--- src/rtl/pwm_pcm_pkg.sv ---
// pwm_pcm_pkg: shared types, constants and decode helpers for the PWM-to-PCM
// recovery block.
//   PCM_W            sample width
//   PCM_OFFSET       offset-binary to two's-complement flip
//   pwm_dec_state_t  frame tracker states
//   decode_hc        high-cycle count -> signed PCM sample (clamped)
//   avg_pcm          floor mean of two signed samples
package pwm_pcm_pkg;

  localparam int PCM_W = 16;
  localparam logic [PCM_W-1:0] PCM_OFFSET = 16'h8000;

  typedef enum logic {
    HUNT  = 1'b0,
    TRACK = 1'b1
  } pwm_dec_state_t;

  // hc is at most 2^period_log2, so the scaled value needs 17 bits; the only
  // value that overflows 16 bits is a full-high frame, which clamps to 0xFFFF.
  function automatic logic [PCM_W-1:0] decode_hc(input logic [16:0] hc,
                                                 input int unsigned period_log2);
    logic [16:0]      u;
    logic [PCM_W-1:0] u_clamped;
    u = hc << (16 - period_log2);
    u_clamped = u[16] ? 16'hFFFF : u[15:0];
    return u_clamped ^ PCM_OFFSET;
  endfunction

  // Sign-extended 17-bit sum; dropping the LSB is an arithmetic shift (floor).
  function automatic logic [PCM_W-1:0] avg_pcm(input logic [PCM_W-1:0] a,
                                               input logic [PCM_W-1:0] b);
    logic [PCM_W:0] sum;
    sum = {a[PCM_W-1], a} + {b[PCM_W-1], b};
    return sum[PCM_W:1];
  endfunction

endpackage

--- src/rtl/pwm_sync_edge.sv ---
// pwm_sync_edge: multi-flop synchroniser for an asynchronous line plus a
// registered rising-edge detector.
//   clk   in   sampling clock
//   d_in  in   asynchronous input
//   s     out  synchronised level
//   rise  out  high for the one cycle in which s first reads 1
// The chain is deliberately not reset: it flushes itself within STAGES
// clocks, and keeping it free-running lets the frame tracker see the true
// next edge after a reset instead of a fake one from a cleared chain.
module pwm_sync_edge #(
  parameter int STAGES = 2
) (
  input  logic clk,
  input  logic d_in,
  output logic s,
  output logic rise
);

  logic [STAGES-1:0] chain_q, chain_d;
  logic              s_q, s_d;
  logic              rise_q, rise_d;

  // s and rise are both registered from the last chain stage so that they
  // stay aligned: rise == s & ~(previous s).
  always_comb begin
    chain_d = {chain_q[STAGES-2:0], d_in};
    s_d     = chain_q[STAGES-1];
    rise_d  = chain_q[STAGES-1] & ~s_q;
  end

  always_ff @(posedge clk) begin
    chain_q <= chain_d;
    s_q     <= s_d;
    rise_q  <= rise_d;
  end

  assign s    = s_q;
  assign rise = rise_q;

endmodule

--- src/rtl/pwm_to_pcm.sv ---
// pwm_to_pcm: recovers 16-bit signed PCM samples from a fixed-period PWM
// stream (frame = 2^PERIOD_LOG2 clocks).
//   clk        in   sole clock
//   rst        in   synchronous active-high reset
//   pwm_in     in   PWM line, asynchronous to clk
//   pcm_out    out  signed recovered sample
//   pcm_valid  out  one-cycle strobe, pcm_out is new
//   locked     out  frame alignment established
//   sync_err   out  one-cycle pulse per bad-frame event
// Build option: define PWM_TO_PCM_AVG_EN to output the mean of the current and
// previous decoded samples (first sample after lock passes through).
//
// state | meaning
// HUNT  | no alignment; waiting for a rising edge to anchor frame start
// TRACK | counting frame index k and high cycles hc, one sample per frame
module pwm_to_pcm
  import pwm_pcm_pkg::*;
#(
  parameter int PERIOD_LOG2 = 8,
  parameter int SYNC_STAGES = 2,
  parameter int LOSS_LIMIT  = 3
) (
  input  logic                    clk,
  input  logic                    rst,
  input  logic                    pwm_in,
  output logic signed [PCM_W-1:0] pcm_out,
  output logic                    pcm_valid,
  output logic                    locked,
  output logic                    sync_err
);

  localparam int KW     = PERIOD_LOG2;
  localparam int HC_W   = PERIOD_LOG2 + 1;
  localparam int LOSS_W = $clog2(LOSS_LIMIT + 1);

  localparam logic [KW-1:0]     K_ONE    = KW'(1);
  localparam logic [KW-1:0]     K_LAST   = '1;
  localparam logic [HC_W-1:0]   HC_ONE   = HC_W'(1);
  localparam logic [LOSS_W-1:0] LOSS_ONE = LOSS_W'(1);

  logic s, rise;

  pwm_sync_edge #(
    .STAGES (SYNC_STAGES)
  ) u_sync (
    .clk  (clk),
    .d_in (pwm_in),
    .s    (s),
    .rise (rise)
  );

  pwm_dec_state_t    state_q, state_d;
  logic [KW-1:0]     k_q, k_d;
  logic [HC_W-1:0]   hc_q, hc_d;
  logic [LOSS_W-1:0] loss_q, loss_d;
  logic              frame_bad_q, frame_bad_d;
  logic [PCM_W-1:0]  pcm_q, pcm_d;
  logic              valid_q, valid_d;
  logic              locked_q, locked_d;
  logic              err_q, err_d;

`ifdef PWM_TO_PCM_AVG_EN
  logic [PCM_W-1:0]  prev_q, prev_d;
  logic              prev_ok_q, prev_ok_d;
`endif

  logic [HC_W-1:0]   hc_sum;
  logic [PCM_W-1:0]  dec;
  logic              bad_evt;
  logic              loss_hit;

  // hc_sum includes the current cycle, so at k = P-1 it is the full frame count.
  assign hc_sum   = hc_q + HC_W'(s);
  assign dec      = decode_hc(17'(hc_sum), PERIOD_LOG2);
  assign loss_hit = (int'(loss_q) + 1) >= LOSS_LIMIT;

  always_comb begin
    state_d     = state_q;
    k_d         = k_q;
    hc_d        = hc_q;
    loss_d      = loss_q;
    frame_bad_d = frame_bad_q;
    pcm_d       = pcm_q;
    valid_d     = 1'b0;
    locked_d    = locked_q;
    err_d       = 1'b0;
    bad_evt     = 1'b0;
`ifdef PWM_TO_PCM_AVG_EN
    prev_d      = prev_q;
    prev_ok_d   = prev_ok_q;
`endif

    unique case (state_q)
      HUNT: begin
`ifdef PWM_TO_PCM_AVG_EN
        prev_ok_d = 1'b0;
`endif
        // The rise cycle is k = 0 and already counts one high cycle.
        if (rise) begin
          state_d     = TRACK;
          k_d         = K_ONE;
          hc_d        = HC_ONE;
          frame_bad_d = 1'b0;
        end
      end

      TRACK: begin
        if (rise && (k_q != '0)) begin
          // Realign: drop the partial frame; this cycle becomes k = 0.
          err_d       = 1'b1;
          bad_evt     = 1'b1;
          k_d         = K_ONE;
          hc_d        = HC_ONE;
          frame_bad_d = 1'b0;
        end else begin
          k_d  = k_q + K_ONE;
          hc_d = hc_sum;
          if (k_q == '0) begin
            frame_bad_d = ~s;
            if (!s) begin
              err_d   = 1'b1;
              bad_evt = 1'b1;
            end
          end
          if (k_q == K_LAST) begin
            valid_d = 1'b1;
            hc_d    = '0;
`ifdef PWM_TO_PCM_AVG_EN
            pcm_d     = prev_ok_q ? avg_pcm(dec, prev_q) : dec;
            prev_d    = dec;
            prev_ok_d = 1'b1;
`else
            pcm_d = dec;
`endif
            if (!frame_bad_q) begin
              loss_d   = '0;
              locked_d = 1'b1;
            end
          end
        end

        // Loss counts at detection time so locked falls with the last sync_err.
        if (bad_evt) begin
          if (loss_hit) begin
            state_d  = HUNT;
            locked_d = 1'b0;
            loss_d   = '0;
            k_d      = '0;
            hc_d     = '0;
          end else begin
            loss_d = loss_q + LOSS_ONE;
          end
        end
      end

      default: state_d = HUNT;
    endcase
  end

  always_ff @(posedge clk) begin
    if (rst) begin
      state_q     <= HUNT;
      k_q         <= '0;
      hc_q        <= '0;
      loss_q      <= '0;
      frame_bad_q <= 1'b0;
      pcm_q       <= '0;
      valid_q     <= 1'b0;
      locked_q    <= 1'b0;
      err_q       <= 1'b0;
`ifdef PWM_TO_PCM_AVG_EN
      prev_q      <= '0;
      prev_ok_q   <= 1'b0;
`endif
    end else begin
      state_q     <= state_d;
      k_q         <= k_d;
      hc_q        <= hc_d;
      loss_q      <= loss_d;
      frame_bad_q <= frame_bad_d;
      pcm_q       <= pcm_d;
      valid_q     <= valid_d;
      locked_q    <= locked_d;
      err_q       <= err_d;
`ifdef PWM_TO_PCM_AVG_EN
      prev_q      <= prev_d;
      prev_ok_q   <= prev_ok_d;
`endif
    end
  end

  assign pcm_out   = pcm_q;
  assign pcm_valid = valid_q;
  assign locked    = locked_q;
  assign sync_err  = err_q;

endmodule

--- config.mk ---
export PLATFORM = sky130hd
export DESIGN_NAME = pwm_to_pcm
export DESIGN_NICKNAME = d
export VERILOG_FILES = /design/src/rtl/pwm_pcm_pkg.sv /design/src/rtl/pwm_sync_edge.sv /design/src/rtl/pwm_to_pcm.sv
export SDC_FILE = /design/constraint.sdc
export NUM_CORES = 1
export LEC_CHECK = 0
export ABC_CLOCK_PERIOD_IN_PS = 3030
export BUFFER_PORTS_ARGS = -buffer_cell sky130_fd_sc_hd__buf_2
export CAP_MARGIN = 0
export CORE_MARGIN = 5
export CORE_UTILIZATION = 56
export CTS_CLUSTER_SIZE = 20
export DETAILED_ROUTE_END_ITERATION = 16
export PLACE_DENSITY = 0.82
export SETUP_SLACK_MARGIN = 0.02
export SYNTH_ARGS = -nofsm -noshare
export SYNTH_HDL_FRONTEND = slang
export SYNTH_HIERARCHICAL = 1
export SYNTH_SLANG_ARGS = --single-unit
--- constraint.sdc ---
create_clock -name clk -period 3.03 [get_ports clk]
set_clock_uncertainty 0.2 [all_clocks]
set_input_delay 0.1515 -clock clk [delete_from_list [all_inputs] [get_ports clk]]
set_output_delay 0.1515 -clock clk [all_outputs]
set_load 0.01 [all_outputs]
## Word level (Yosys, flattened, before mapping)

Cells that the tools add are included.

- Reduce and logical (&&, ||, !) cells: 9
- Mux-type cells: 35
- Order comparisons: 1
- Add/sub/neg operators: 4
- Equality and inequality tests: 5
- Bitwise gates (word level): 5

Operators by type and width:

| cell | count |
|---|---|
| 2-to-1 mux 9 bit | 5 |
| 2-to-1 mux 8 bit | 4 |
| one-hot mux 9 bit (2 select lines) | 1 |
| 2-to-1 mux 1 bit | 16 |
| 2-to-1 mux 16 bit | 1 |
| one-hot mux 8 bit (2 select lines) | 1 |
| 2-to-1 mux 2 bit | 5 |
| adder 9 x 1 -> 9 bit | 1 |
| adder 8 x 1 -> 8 bit, second input constant | 1 |
| == test 8 bit, second input constant | 1 |
| logical NOT 8 bit | 1 |
| nonzero test 8 bit | 1 |
| != test 2 x 1 -> 1 bit, second input constant | 3 |
| inverter 1 bit | 4 |
| one-hot mux 1 bit (2 select lines) | 2 |
| AND reduction 4 bit | 1 |
| adder 2 x 1 -> 3 bit, second input constant | 1 |
| >= comparator 3 x 2 -> 1 bit, second input constant | 1 |
| != test 3 x 1 -> 1 bit, second input constant | 1 |
| AND reduction 3 bit | 1 |
| OR reduction 3 bit | 1 |
| adder 2 x 1 -> 2 bit, second input constant | 1 |
| AND reduction 2 bit | 1 |
| nonzero test 2 bit | 1 |
| other kinds (3) | 3 |

- Word-level logic and storage cells: 71
- Flip-flop bits (word level): 44
- Input port bits: 3

## Logic depth before layout (Yosys ltp)

- Depth after elaboration: 6
- Mapped depth: 8
- Mapped depth without buffers: 7

## Hierarchy

Netlist, hierarchy kept.

By module, submodules not included:

| module | cells an instance | seq. area each (sq um) | times used | area each (sq um) |
|---|---|---|---|---|
| pwm_to_pcm | 198 | 660.6 | 1 | 1669.1 |
| pwm_sync_edge | 5 | 80.1 | 1 | 93.8 |

## Least setup slack after synthesis

Ideal clock, no wire load.

- Path kind: reg2reg
- From: register u_sync.s_q (netlist: u_sync/s)
- To: register pcm_q[11] (netlist: pcm_out[11])
- Buffers on the path: 0
- Cell stages (with the launch flop): 8
- Arrival: 1818 ps
- Clock period less this slack: 2103 ps
- Library setup time: 86 ps
- Required time: 2744 ps
- Setup slack: 927 ps
- Cell sequence: dfxtp_1 -> ha_1 -> ha_1 -> nand3_1 -> nor3_1 -> xor2_1 -> nor2_1 -> a211oi_1

- Longest elaborated chain between the ends: 2

RTL lines:

| element | line | RTL |
|---|---|---|
| from (decl) | pwm_sync_edge.sv:20 | `logic s_q, s_d;` |
| from (signal assigned) | pwm_sync_edge.sv:33 | `s_q <= s_d;` |
| adder 9 x 1 -> 9 bit | pwm_to_pcm.sv:73 | `assign hc_sum = hc_q + HC_W'(s);` |
| 2-to-1 mux 16 bit | pwm_pcm_pkg.sv:25 | `u_clamped = u[16] ? 16'hFFFF : u[15:0];` |
| to (signal assigned) | pwm_to_pcm.sv:181 | `pcm_q <= pcm_d;` |
| to (decl) | pwm_to_pcm.sv:57 | `logic [PCM_W-1:0] pcm_q, pcm_d;` |

Every way passes these cells.
A chain may end at the register's enable or synchronous reset.

## Worst setup path in the final report

Ends and elaborated chain as after synthesis.

==> metrics.txt <==
Final Slew Violations=0; Yosys cell types=45; DR WL met2=1.46 mm; RSZ-0062 raised after global routing=no; Max-Cap Viols=0; DRT antenna net count=0; Seq/Total Area, Yosys=42.0%; Core Footprint=0.00303 mm²; mean post-synth cell area=8.68 µm²; crit end category=register; minimum period implied by the final worst setup slack=2.45 ns; Placer Congestion=0.851; outcome=finished, final reports clean; 1st-iter DRT viols=88; filler cell count in the final layout=262; Layout area overhead=8.02%; DP HPWL=2.41 mm; CP max FO=6; Area contributors post-synth=dfxtp_1, nor2_1, nand2_1; Critical Path AT=2.52 ns; CP startpoint kind=register; Detailed Route WL=3.36 mm; clock slew at reported path FFs=0.10 ns; GRT overflow=0; count leader, synth=dfxtp_1; post-cts resize count=0; Via density=5.51; root buf cell=clkbuf_4; Worst Path Required=3.09 ns; PortBufs=21; Max IR drop VDD=0.284 mV; final hold viol count=0; Reg area=741 µm²; HP Class=in -> reg; first-pass GRT wire length=5.95 mm; Ant. Diodes=0; Hold Slack=0.0256 ns; Pwr Density=435 mW/mm²; EDFF count, synth=0; WL/cell=12.8 µm; CTS sink cnt=37; final setup vio count=0; top layer in use=met4; layout cells sized above 1=17.9%; Synth top area share=42.0%; DRT met1 WL=1.62 mm; worst-margin pin slew=0.675 ns; fin crit share=81.0%; H-tree levels=2; Die Span Y=66.1 µm; Clk Latency, worst-skew pair=0.34 ns; post-synth top area cell=dfxtp_1; CTS tree=yes; final net count=225; vias in the first global route=1361; Std-Cell Rows=20; setup TNS=0 ns; die area=0.00437 mm²; Seq cells post-synth=37; Ys Warns=6; area taken by multi-input logic gates=908 µm²; fmax=407 MHz; initial antenna violation count=0; Pleak=0.799 nW; Vias=1444; initial core utilization=58.2%; DR pass1 iterations=4; Post-synth top cells=dfxtp_1, nor2_1, nand2_1; # IOs=22; Max Buffers Root-to-Sink=2; Die X=66.1 µm; Remaining DRCs=0; Cells after Synth=203; Detail Route met3 WL=238 µm; GRT Total Usage=17.9%; largest net degree at the start of global routing=28; asr flop ratio synth=0%; relative slew slack=54.7%; TritonCTS buffer count=5; ys flop type=dfxtp_1; CP Class=reg -> reg; Net Count, Synth=210; cell area after synthesis=0.00176 mm²
==> metal layers <==
metal | GRT usage [%] | vias up
li1 | - | 739
met1 | 20.9 | 656
met2 | 29.6 | 45
met3 | 4.42 | 4
met4 | 10.2 | 0
met5 | 0 | -
==> where the power goes <==
group          switching [W]  total [W]  internal (W)
Combinational      0.0000386  0.0000664     0.0000278
Sequential         0.0000114   0.000507      0.000495
Clock               0.000146   0.000255      0.000109
Total               0.000196   0.000828      0.000633
==> state kept, by name, indices dropped and copies added, names as in the netlist <==
signal,flops
frame_bad_q,1
u_sync/s,1
locked,1
sync_err,1
state_q,1
hc_q,9
pcm_valid,1
u_sync/rise,1
pcm_out,9
loss_q,2
u_sync/chain_q,2
k_q,8
==> area by class of cell <==
cell class	instances	area share, %
multi-input cells	146	47.7
flip-flops and latches	37	38.9
repair buffers	24	6.83
clock buffers	7	2.89
well taps	44	2.89
inverters	4	0.788
==> worst max-delay path, stage by stage (launching register included) <==
cell      delay (ns)
dfxtp_1         0.48
ha_1            0.22
ha_1            0.18
nand3_1         0.14
nor3_1          0.34
xor2_1          0.40
nor2_1          0.16
a211oi_1        0.25
==> final timing paths <==
check                                       start           endpoint  slack, ns  cells past startpoint
worst max-delay path                     u_sync/s        pcm_out[11]       0.58                      7
worst max register to register           u_sync/s        pcm_out[11]       0.58                      7
worst min-delay path                          rst          pcm_valid       0.03                      2
worst min register to register  u_sync/chain_q[0]  u_sync/chain_q[1]       0.13                      0
==> logic make-up (layout without fill, tap and decap cells) <==
logic type / count (synthesis) / count (layout) / share of synthesized area, %
adders and majority gates: 4 / 4 / 2.84
xor gates and xnor gates: 7 / 7 / 3.48
buffers and inverters: 20 / 35 / 6.46
and+or+nand+nor: 94 / 94 / 27.7
muxes: 4 / 4 / 2.34
DFF: 37 / 37 / 42.0
AOI/OAI and AO/OA: 37 / 37 / 15.2
==> timing repair <==
item,in CTS,in global routing
buffers inserted,0,0
hold buffers,1,0
hold endpoints to repair,1,0
==> cell usage in the layout (no fill, tap or decap), types with 4 or more instances in the layout <==
master and instances:
a211oi_1 5, a21oi_1 8, and3_1 6, buf_2 21, clkbuf_4 5, dfxtp_1 37
ha_1 4, inv_1 4, nand2_1 20, nand3_1 10, nand3b_1 5, nor2_1 22
nor3_1 11, o21ai_0 6, or3_1 4, xnor2_1 4
==> through the flow <==
stage	setup WS [ns]	area, µm²	instances	util (%)	total power, W
finish	0.576	1900	262	62.9	0.000828
global route	0.300	1900	262	62.9	0.000875
CTS	0.564	1900	262	62.9	0.000836
detailed placement	0.609	1840	254	60.7	0.000582
global placement	0.619	1840	254	60.7	0.000580
floorplan	0.927	1760	203	-	0.000566
Note: power is estimated with default switching activity, not from simulation.
